===== src/rtl/eq1_pkg.sv =====
// Shared defaults and the saturating-increment helper for the eq_1bit comparator.
package eq1_pkg;

    localparam int EQ1_CNT_W_DEF      = 8;
    localparam int EQ1_HIST_DEPTH_DEF = 8;

    // Increment, but hold once the low 'width' bits are all ones.
    function automatic logic [31:0] sat_inc(input logic [31:0] value, input int width);
        logic [31:0] max_val;
        max_val = (width >= 32) ? 32'hFFFF_FFFF : ((32'd1 << width) - 32'd1);
        return (value >= max_val) ? max_val : value + 32'd1;
    endfunction

endpackage


===== src/rtl/eq1_sat_counter.sv =====
// Saturating up-counter with synchronous clear; clear takes priority over enable.
module eq1_sat_counter
    import eq1_pkg::*;
#(
    parameter int W = EQ1_CNT_W_DEF
) (
    input  logic         clk,
    input  logic         rst_n,
    input  logic         en,
    input  logic         clr,
    output logic [W-1:0] cnt
);

    always_ff @(posedge clk or negedge rst_n) begin
        if (!rst_n)
            cnt <= '0;
        else if (clr)
            cnt <= '0;
        else if (en)
            cnt <= W'(sat_inc(32'(cnt), W));
    end

endmodule


===== src/rtl/eq_1bit.sv =====
// Registered 1-bit equality checker with sticky mismatch flag and saturating counters.
// Define EQ1_HISTORY_EN to add the result history shift register and its port.
module eq_1bit
    import eq1_pkg::*;
#(
    parameter int CNT_W      = EQ1_CNT_W_DEF,
    parameter int HIST_DEPTH = EQ1_HIST_DEPTH_DEF
) (
    input  logic             clk,
    input  logic             rst_n,
    input  logic             b1,
    input  logic             b2,
    input  logic             in_valid,
    input  logic             clear,
    output logic             out,
    output logic             out_valid,
    output logic             mismatch_sticky,
    output logic [CNT_W-1:0] match_cnt,
    output logic [CNT_W-1:0] mismatch_cnt
`ifdef EQ1_HISTORY_EN
    ,
    output logic [HIST_DEPTH-1:0] history
`endif
);

    logic res;
    assign res = ~(b1 ^ b2);

    // out holds across idle cycles; only out_valid drops.
    always_ff @(posedge clk or negedge rst_n) begin
        if (!rst_n) begin
            out       <= 1'b0;
            out_valid <= 1'b0;
        end else begin
            out_valid <= in_valid;
            if (in_valid)
                out <= res;
        end
    end

    always_ff @(posedge clk or negedge rst_n) begin
        if (!rst_n)
            mismatch_sticky <= 1'b0;
        else if (clear)
            mismatch_sticky <= 1'b0;
        else if (in_valid && !res)
            mismatch_sticky <= 1'b1;
    end

    eq1_sat_counter #(.W(CNT_W)) u_match_cnt (
        .clk   (clk),
        .rst_n (rst_n),
        .en    (in_valid & res),
        .clr   (clear),
        .cnt   (match_cnt)
    );

    eq1_sat_counter #(.W(CNT_W)) u_mismatch_cnt (
        .clk   (clk),
        .rst_n (rst_n),
        .en    (in_valid & ~res),
        .clr   (clear),
        .cnt   (mismatch_cnt)
    );

`ifdef EQ1_HISTORY_EN
    // Shift form keeps HIST_DEPTH=1 legal; clear deliberately leaves history alone.
    always_ff @(posedge clk or negedge rst_n) begin
        if (!rst_n)
            history <= '0;
        else if (in_valid)
            history <= (history << 1) | HIST_DEPTH'(res);
    end
`else
    logic [HIST_DEPTH-1:0] unused_hist;
    assign unused_hist = '0;
`endif

endmodule


===== config.mk =====
export PLATFORM = sky130hd
export DESIGN_NAME = eq_1bit
export DESIGN_NICKNAME = d
export VERILOG_FILES = /design/src/rtl/eq1_pkg.sv /design/src/rtl/eq1_sat_counter.sv /design/src/rtl/eq_1bit.sv
export SDC_FILE = /design/constraint.sdc
export NUM_CORES = 1
export LEC_CHECK = 0
export BUFFER_PORTS_ARGS = -buffer_cell sky130_fd_sc_hd__buf_2
export CAP_MARGIN = 40
export CORE_MARGIN = 3
export CORE_UTILIZATION = 55
export DETAILED_ROUTE_END_ITERATION = 10
export PLACE_DENSITY = 0.82
export SLEW_MARGIN = 20
export SYNTH_ARGS = -nofsm -noshare
export SYNTH_HDL_FRONTEND = slang
export SYNTH_HIERARCHICAL = 1
export SYNTH_SLANG_ARGS = --single-unit

===== constraint.sdc =====
create_clock -name clk -period 2.5 [get_ports clk]
set_input_delay 0.25 -clock clk [delete_from_list [all_inputs] [get_ports clk]]
set_output_delay 0.25 -clock clk [all_outputs]
set_load 0.05 [all_outputs]

# == Yosys cells after proc, flatten, opt, wreduce, memory -nomap -nowiden ==
# Cells that the tools add are included.
# totals
ff_bits,19
output_inout_bits,19
# op_classes
n_addsub,2
order_cmp,2
muxes,8
bitwise,4
reduce_logical,4
# op_table
op,count
two-way mux 8 bit,6
adder 8 x 1 -> 8 bit (second input constant),2
>= comparator 8 bit (second input constant),2
nonzero test 2 bit,3
bitwise AND 1 bit,2
two-way mux 1 bit,2
logical AND 1 bit,1
inverter 1 bit,1
XOR 1 bit,1

# == Logic depth before layout (Yosys ltp) ==
# Gate-level depths: netlist of the first run.
# depth
depth_word,5
ltp_mapped,7

# == Cells and area by module ==
# Netlist of the first run, hierarchy kept.
# by_module_without_submodules
module,n_inst,cells_per_inst,area_per_inst_um2,seq_area_each_um2
eq1_sat_counter,2,42,432.9,200.2
eq_1bit,1,10,125.1,75.1

# == Least setup slack after synthesis of the first run ==
# No wires, ideal clock.
# synth_path
path_type,reg2reg
from,register u_match_cnt.cnt[0]
to,register u_match_cnt.cnt[4]
setup_ns,0.094
t_arrival_ns,1.522
required_time_ns,2.406
slack_ns,0.884
path_stages_with_launch,5
n_path_buf,0
cell_sequence,dfrtp_1 ha_1 and4_1 a211oi_1 a211oi_1
# synth_between
elab_chain_len,4
word_cells_on_any_way,5
classes_between,1 x add/sub; 1 x order compare; 3 x mux
# synth_lines
item,line,text
from (decl),eq1_sat_counter.sv:11,output logic [W-1:0] cnt
from (signal assigned),eq1_sat_counter.sv:20,"cnt <= W'(sat_inc(32'(cnt), W));"
adder 8 x 1 -> 8 bit or >= comparator 8 bit (tied branches),eq1_pkg.sv:11,return (value >= max_val) ? max_val : value + 32'd1;
two-way mux 8 bit *,eq1_pkg.sv:11,
two-way mux 8 bit *,eq1_sat_counter.sv:19,else if (en)
two-way mux 8 bit *,eq1_sat_counter.sv:17,else if (clr)
# Every way passes the cells marked *; elsewhere a longest branch is shown, timed or not. The select of a mux whose other input is x is not followed.
# A chain may end at the register's enable or synchronous reset.

# == Worst setup path in the final report of the first run ==
# layout_path
from,register u_match_cnt.cnt[0]
to,register u_match_cnt.cnt[1]
# The elaborated chain is that of the path after synthesis.

==> results of run 1 <==
## state kept, by name (all words and copies together) (netlist names)
| name | count |
|---|---|
| out | 1 |
| u_mismatch_cnt/cnt | 8 |
| u_match_cnt/cnt | 8 |
| mismatch_sticky | 1 |
| out_valid | 1 |
## Yosys cell counts, drive strengths merged, types with 3 or more instances
master  count
nor3        4
inv         3
a21oi       6
a211oi      8
nand4       4
a31oi       8
and4        6
o21bai      4
buf         8
dfrtp      19
## report_power, final
group / leakage, nW / switching (mW) / internal, mW
clock: 0.0177 / 0.0920 / 0.0595
sequential: 0.257 / 0.00955 / 0.318
combinational: 0.260 / 0.0719 / 0.0271
## cell type report
type / count / area [µm²] / area share [%]
clock inverter: 1 / 5.005 / 0.4454
tap: 24 / 30.03 / 2.673
clock buffer: 3 / 22.52 / 2.004
multi-input combinational: 64 / 441.7 / 39.31
inverter: 3 / 11.26 / 1.002
sequential: 19 / 475.5 / 42.32
timing repair buffer: 26 / 137.6 / 12.25
## through the flow
step,instances,power (mW)
2_1_floorplan,94,0.4049
3_3_place_gp,135,0.4290
3_5_place_dp,135,0.4310
4_1_cts,140,0.5833
5_1_grt,140,0.6089
6_report,140,0.5778
## per-layer routing
metal  routed length (µm)  GRT usage [%]
met1                  970          26.45
met2                  941          27.52
met3                  157          5.215
met4                   12          7.583
met5                    0              0
## cell families (layout without fill, tap and decap cells)
family / after synthesis / in the layout
muxes: 1 / 1
buffers and inverters: 11 / 33
and+or+nand+nor: 27 / 27
adders and majority gates: 2 / 2
AOI/OAI and AO/OA: 33 / 33
DFF: 19 / 19
xor gates and xnor gates: 1 / 1
## repair_timing
item	CTS	global route
hold buffers	1	0
hold endpoints to repair	19	0
endpoints found under the setup margin	0	0
buffers inserted	0	0
## path summary, 6_finish.rpt
check                                        endpoint
worst min register to register        mismatch_sticky
max in group asynchronous       u_mismatch_cnt/cnt[1]
worst min-delay path                        out_valid
min in group asynchronous          u_match_cnt/cnt[3]
worst max-delay path               u_match_cnt/cnt[1]
worst max register to register     u_match_cnt/cnt[1]
## critical path, delay by kind of cell, from the launching register on
family                   cells  cell delay, ns
AND/OR/NAND/NOR              1            0.32
AO/OA/AOI/OAI                2            0.35
flip-flops                   1            0.43
adder cells (fa/ha/maj)      1            0.32
==> results.sh, run 1 <==
export IMPL_outcome="finished, final reports clean"
export IMPL_crit_chain="ha_1 > and4_1 > a21oi_1 > a211oi_1"
export IMPL_yosysSeqAreaShare_pct=47.98
export IMPL_syn_nets=102
export IMPL_drc_errors=0
export IMPL_numClockSinks=19
export IMPL_setup_total_negative_slack_ns=0
export IMPL_dr_pass1_iters=4
export IMPL_antenna_violating_nets_post_route=0
export IMPL_totalWireLength_um=2082
export IMPL_syn_to_final_growth_pct=13.38
export IMPL_routed_via_count=861
export IMPL_timing_final_crit_share_pct=60.56
export IMPL_nature_of_the_critical_path_startpoint="register"
export IMPL_drv_slew=0
export IMPL_core_region_area_mm2=0.001594
export IMPL_placed_cell_area_mm2=0.001086
export IMPL_max_freq_mhz=660.5
export IMPL_detailedPlacementHpwl_um=1441
export IMPL_number_of_global_route_vias_before_repair=765
export IMPL_clock_skew_final_ns=0.005027
export IMPL_cts_inserted_buffers=3
export IMPL_layout_drive_gt1_share_pct=26.72
export IMPL_final_setup_worst_slack_ns=0.9860
export IMPL_global_route_overflow_total=0
export IMPL_ioPinCount=25
export IMPL_grt_first_pass_wirelength_um=3560
export IMPL_grt_start_max_net_pins=20
export IMPL_fin_hold_ws_ns=0.1123
export IMPL_finalCoreUtilization_pct=70.49
export IMPL_post_synth_top_area_cell="dfrtp_1"
export IMPL_post_synth_and_or_nand_nor_area_fraction_pct=17.17
export IMPL_worst_pin_slew_ns=0.4190
export IMPL_final_hold_viol_count=0
export IMPL_diodes=0
export IMPL_synth_top_area_share_pct=47.98
export IMPL_reg2regPathDepth=4
export IMPL_endpoint_class_of_the_critical_path="register"
export IMPL_antenna_violations_before_repair=0
export IMPL_ys_top_cells_by_area="dfrtp_1 (48%), a211oi_1 (6.1%), and4_1 (5.3%)"
export IMPL_area_share_of_xor_xnor_cells_in_the_synthesized_design_pct=0.8838
export IMPL_worstHoldPathType="input port to register"
export IMPL_worst_slew_margin_rel_pct=72.06
export IMPL_report_final_setup_viol=0
export IMPL_ys_warnings_count=6
export IMPL_power_leakage_nw=0.5343
export IMPL_fin_crit_period_ns=1.514
export IMPL_globalplace_congestion=0.8264
export IMPL_post_synth_fa_ha_maj_area_fraction_pct=2.525
export IMPL_pwr_density_cell_mw_per_mm2=514.2
export IMPL_synthesized_area_fraction_occupied_by_ao_oa_aoi_and_oai_cells_pct=22.85
export IMPL_initial_core_util_pct=62.17
export IMPL_routedWlPerCell_um=14.87
export IMPL_h_tree_depth=1
export IMPL_worst_endpoint_data_arrival_time_ns=1.72
export IMPL_cts_resized_gates=0
export IMPL_worst_setup_hold_path_clk_slew_ns=0.11
export IMPL_library_cells_used_by_synthesis=27
export IMPL_worstSetupStartpoint="u_match_cnt/cnt[0]"
export IMPL_drv_max_cap_violation_count=0
export IMPL_worst_hold_path_num_cells=1
export IMPL_final_nets=125
export IMPL_path_max_fanout=7
export IMPL_buffer_ports_inserted=24
export IMPL_yosys_reg_bits=19
export IMPL_dominantRegCellSynth="dfrtp_1"
export IMPL_grt_setup_unrepaired="false"
export IMPL_yosys_mux_area_fraction_pct=1.136
export IMPL_synth_enable_flop_cells=0
export IMPL_final_fill_count=113
export IMPL_irDropWorstVdd_mv=0.3441
export IMPL_crit_path_max_incr_delay_ns=0.43
export IMPL_tritoncts="done"
export IMPL_cts_root_cell="clkbuf_4"
export IMPL_worst_r2r_setup_slack_ns=0.99
export IMPL_row_count=14
export IMPL_drtIter0Drc=41
export IMPL_syn_inst=94
export IMPL_die_area_mm2=0.002347
export IMPL_synthesis_area_per_instance_um2=10.54
export IMPL_final_common_cell="buf_2"
export IMPL_synth_async_sr_flop_share_pct=100.0
export IMPL_hold_start="in_valid"
export IMPL_vias_per_cell=6.150
export IMPL_timing_setup_critical_path_class="register to register"
export IMPL_globalRouteTotalUtil_pct=18.82
export IMPL_die_x_um=48.45
export IMPL_critPathSlowestCell="dfrtp_1"
export IMPL_largest_family_of_logic_cells_by_synthesized_area="compound AO/OA/AOI/OAI gates"
export IMPL_die_h_um=48.45
export IMPL_post_place_ws_ns=0.8340
export IMPL_critical_path_required_ns=2.70
export IMPL_clk_path_buf_depth=2
export IMPL_worstReg2RegStart="u_match_cnt/cnt[0]"
export IMPL_syn_cell_area_um2=991.0
export IMPL_layout_common_cells="buf_2 (24), dfrtp_1 (19), a211oi_1 (8), a31oi_1 (8)"
export IMPL_clk_latency_ns=0.29
export IMPL_final_area_mm2=0.001124
(Power assumes the default switching activity.)
==> run 2, diff against run 1 <==
--- a/config.mk
+++ b/config.mk
@@ -8,9 +8,9 @@
 export BUFFER_PORTS_ARGS = -buffer_cell sky130_fd_sc_hd__buf_2
 export CAP_MARGIN = 40
 export CORE_MARGIN = 3
-export CORE_UTILIZATION = 55
+export CORE_UTILIZATION = 46
 export DETAILED_ROUTE_END_ITERATION = 10
-export PLACE_DENSITY = 0.82
+export PLACE_DENSITY = 0.73
 export SLEW_MARGIN = 20
 export SYNTH_ARGS = -nofsm -noshare
 export SYNTH_HDL_FRONTEND = slang
==> constraint.sdc (replaced) <==
create_clock -name clk -period 1.25 [get_ports clk]
set_input_delay 0.125 -clock clk [delete_from_list [all_inputs] [get_ports clk]]
set_output_delay 0.125 -clock clk [all_outputs]
set_load 0.05 [all_outputs]
==> results.sh, run 2 (same netlist as run 1, synthesis figures left out) <==
export IMPL_buffer_ports_inserted=24
export IMPL_antenna_violating_nets_post_route=0
export IMPL_critPathSlowestCell="dfrtp_2"
export IMPL_clk_path_buf_depth=2
export IMPL_number_of_global_route_vias_before_repair=812
export IMPL_crit_family="flip-flops"
export IMPL_final_nets=135
export IMPL_grt_setup_unrepaired="true"
export IMPL_tritoncts="done"
export IMPL_h_tree_depth=1
export IMPL_grt_start_max_net_pins=20
export IMPL_diodes=0
export IMPL_antenna_violations_before_repair=0
export IMPL_dr_pass1_iters=4
export IMPL_fin_crit_period_ns=1.219
export IMPL_path_max_fanout=6
export IMPL_drtIter0Drc=21
export IMPL_worstHoldPathType="input port to register"
export IMPL_seq_power_share_pct=55.1
export IMPL_layout_drive_gt1_share_pct=55.56
export IMPL_worst_setup_hold_path_clk_slew_ns=0.10
export IMPL_cts_root_cell="clkbuf_4"
export IMPL_worst_slew_margin_rel_pct=71.98
export IMPL_timing_setup_critical_path_class="register to register"
export IMPL_ioPinCount=25
export IMPL_detailedPlacementHpwl_um=1498
export IMPL_biggestRegsByFlops="u_match_cnt/cnt: 8 flops, u_mismatch_cnt/cnt: 8 flops"
export IMPL_final_fill_count=171
export IMPL_pwr_density_cell_mw_per_mm2=921.5
export IMPL_endpoint_class_of_the_critical_path="register"
export IMPL_worst_endpoint_data_arrival_time_ns=1.39
export IMPL_final_hold_viol_count=0
export IMPL_grt_first_pass_wirelength_um=3601
export IMPL_crit_chain="ha_4 > and4_4 > a211oi_2 > a211oi_2"
export IMPL_die_area_mm2=0.002747
export IMPL_routed_via_count=873
export IMPL_crit_path_max_incr_delay_ns=0.45
export IMPL_pint_mw=0.8437
export IMPL_drc_errors=0
export IMPL_report_final_setup_viol=0
export IMPL_global_route_overflow_total=0
export IMPL_critical_path_required_ns=1.42
export IMPL_power_switching_share_pct=29.51
export IMPL_row_count=16
export IMPL_syn_to_final_growth_pct=31.06
export IMPL_finalCoreUtilization_pct=64.88
export IMPL_die_h_um=52.42
export IMPL_timing_final_crit_share_pct=97.52
export IMPL_power_leakage_nw=0.5641
export IMPL_clockPowerShare_pct=25.1
export IMPL_clk_latency_ns=0.29
export IMPL_layout_common_cells="buf_2 (24), dfrtp_2 (16), buf_4 (10)"
export IMPL_die_x_um=52.42
export IMPL_cts_inserted_buffers=3
export IMPL_irDropWorstVdd_mv=0.7076
export IMPL_worst_pin_slew_ns=0.4202
export IMPL_core_region_area_mm2=0.002002
export IMPL_nature_of_the_critical_path_startpoint="register"
export IMPL_max_freq_mhz=820.3
export IMPL_vias_per_cell=5.706
export IMPL_initial_core_util_pct=49.50
export IMPL_drv_slew=0
export IMPL_globalplace_congestion=0.8170
export IMPL_most_used_cell_cp="a211oi_2"
export IMPL_totalWireLength_um=2177
export IMPL_outcome="finished, final reports clean"
export IMPL_power_combinational_fraction_pct=19.8
export IMPL_final_common_cell="buf_2"
export IMPL_switching_power_mw=0.3532
export IMPL_globalRouteTotalUtil_pct=17.44
export IMPL_routedWlPerCell_um=14.23
export IMPL_total_power_mw=1.197
export IMPL_numClockSinks=19
export IMPL_worst_path_buf_inv=0
export IMPL_clock_skew_final_ns=0.006855
export IMPL_drv_max_cap_violation_count=0
[run 2: cell count changes in the layout (fill, tap and decap cells not counted), moves of 3 or more]
cell	before	now
a211oi_1	8	3
a211oi_2	0	5
and4_1	6	3
buf_4	1	10
dfrtp_1	19	3
dfrtp_2	0	16
[run 2: power by group through the flow]
stage	logic, mW	registers [mW]	clock network [mW]
global placement	0.219	0.671	0
floorplan	0.0849	0.748	0
detailed placement	0.223	0.672	0
global route	0.256	0.663	0.339
CTS	0.229	0.660	0.312
finish	0.237	0.660	0.300
[run 2: timing repair]
| action | 4_1_cts | 5_1_grt |
|---|---|---|
| buffers inserted | 0 | 3 |
| hold buffers | 2 | 0 |
| endpoints found under the hold margin | 20 | 0 |
| resized for setup | 0 | 6 |
| endpoints found under the setup margin | 0 | 12 |
[run 2: layout make-up]
type	count	area, µm²	area share [%]
Multi-Input combinational cell	64	516.7	39.79
Sequential cell	19	495.5	38.15
Timing Repair Buffer	36	215.2	16.57
Tap cell	27	33.78	2.601
Clock buffer	4	26.28	2.023
Inverter	3	11.26	0.8670
[run 2: final timing paths]
path | cells past startpoint | to | start | slack [ns]
min in group asynchronous | 2 | u_match_cnt/cnt[4] | rst_n | 0.29
worst max-delay path | 4 | u_mismatch_cnt/cnt[4] | u_mismatch_cnt/cnt[0] | 0.03
worst min-delay path | 3 | mismatch_sticky | in_valid | 0.13
worst max register to register | 4 | u_mismatch_cnt/cnt[4] | u_mismatch_cnt/cnt[0] | 0.03
worst min register to register | 1 | out | out | 0.52
max in group asynchronous | 2 | u_mismatch_cnt/cnt[1] | rst_n | 0.64
[run 2: stage by stage]
step                      cells  cell area, µm²  TNS [ns]  hold WS, ns  setup WS [ns]
after floorplan              94            1080   -0.4728      -0.1706       -0.06126
after global placement      144            1211   -0.1604      0.08664       -0.03675
after detailed placement    144            1211   -0.3504      0.08461        -0.1377
after CTS                   150            1257         0       0.1192       0.009343
after global routing        153            1299  -0.05144       0.1366       -0.02977
final                       153            1299         0       0.1282        0.03097
[run 2: worst reg2reg max path, stage by stage, from the launching register on]
cell	delay (ns)
dfrtp_2	0.45
ha_4	0.19
and4_4	0.22
a211oi_2	0.20
a211oi_2	0.05
[run 2: per-layer routing]
layer  wire length [µm]  vias to the layer above  share of wire [%]  global-route usage, %
met5                  0                        -                  0                      0
met4                 18                        0               0.83                  5.106
met3                130                        2                6.0                  5.413
met2                953                       28                 44                  26.45
met1               1075                      411                 49                  23.70
li1                   -                      432                  -                      -
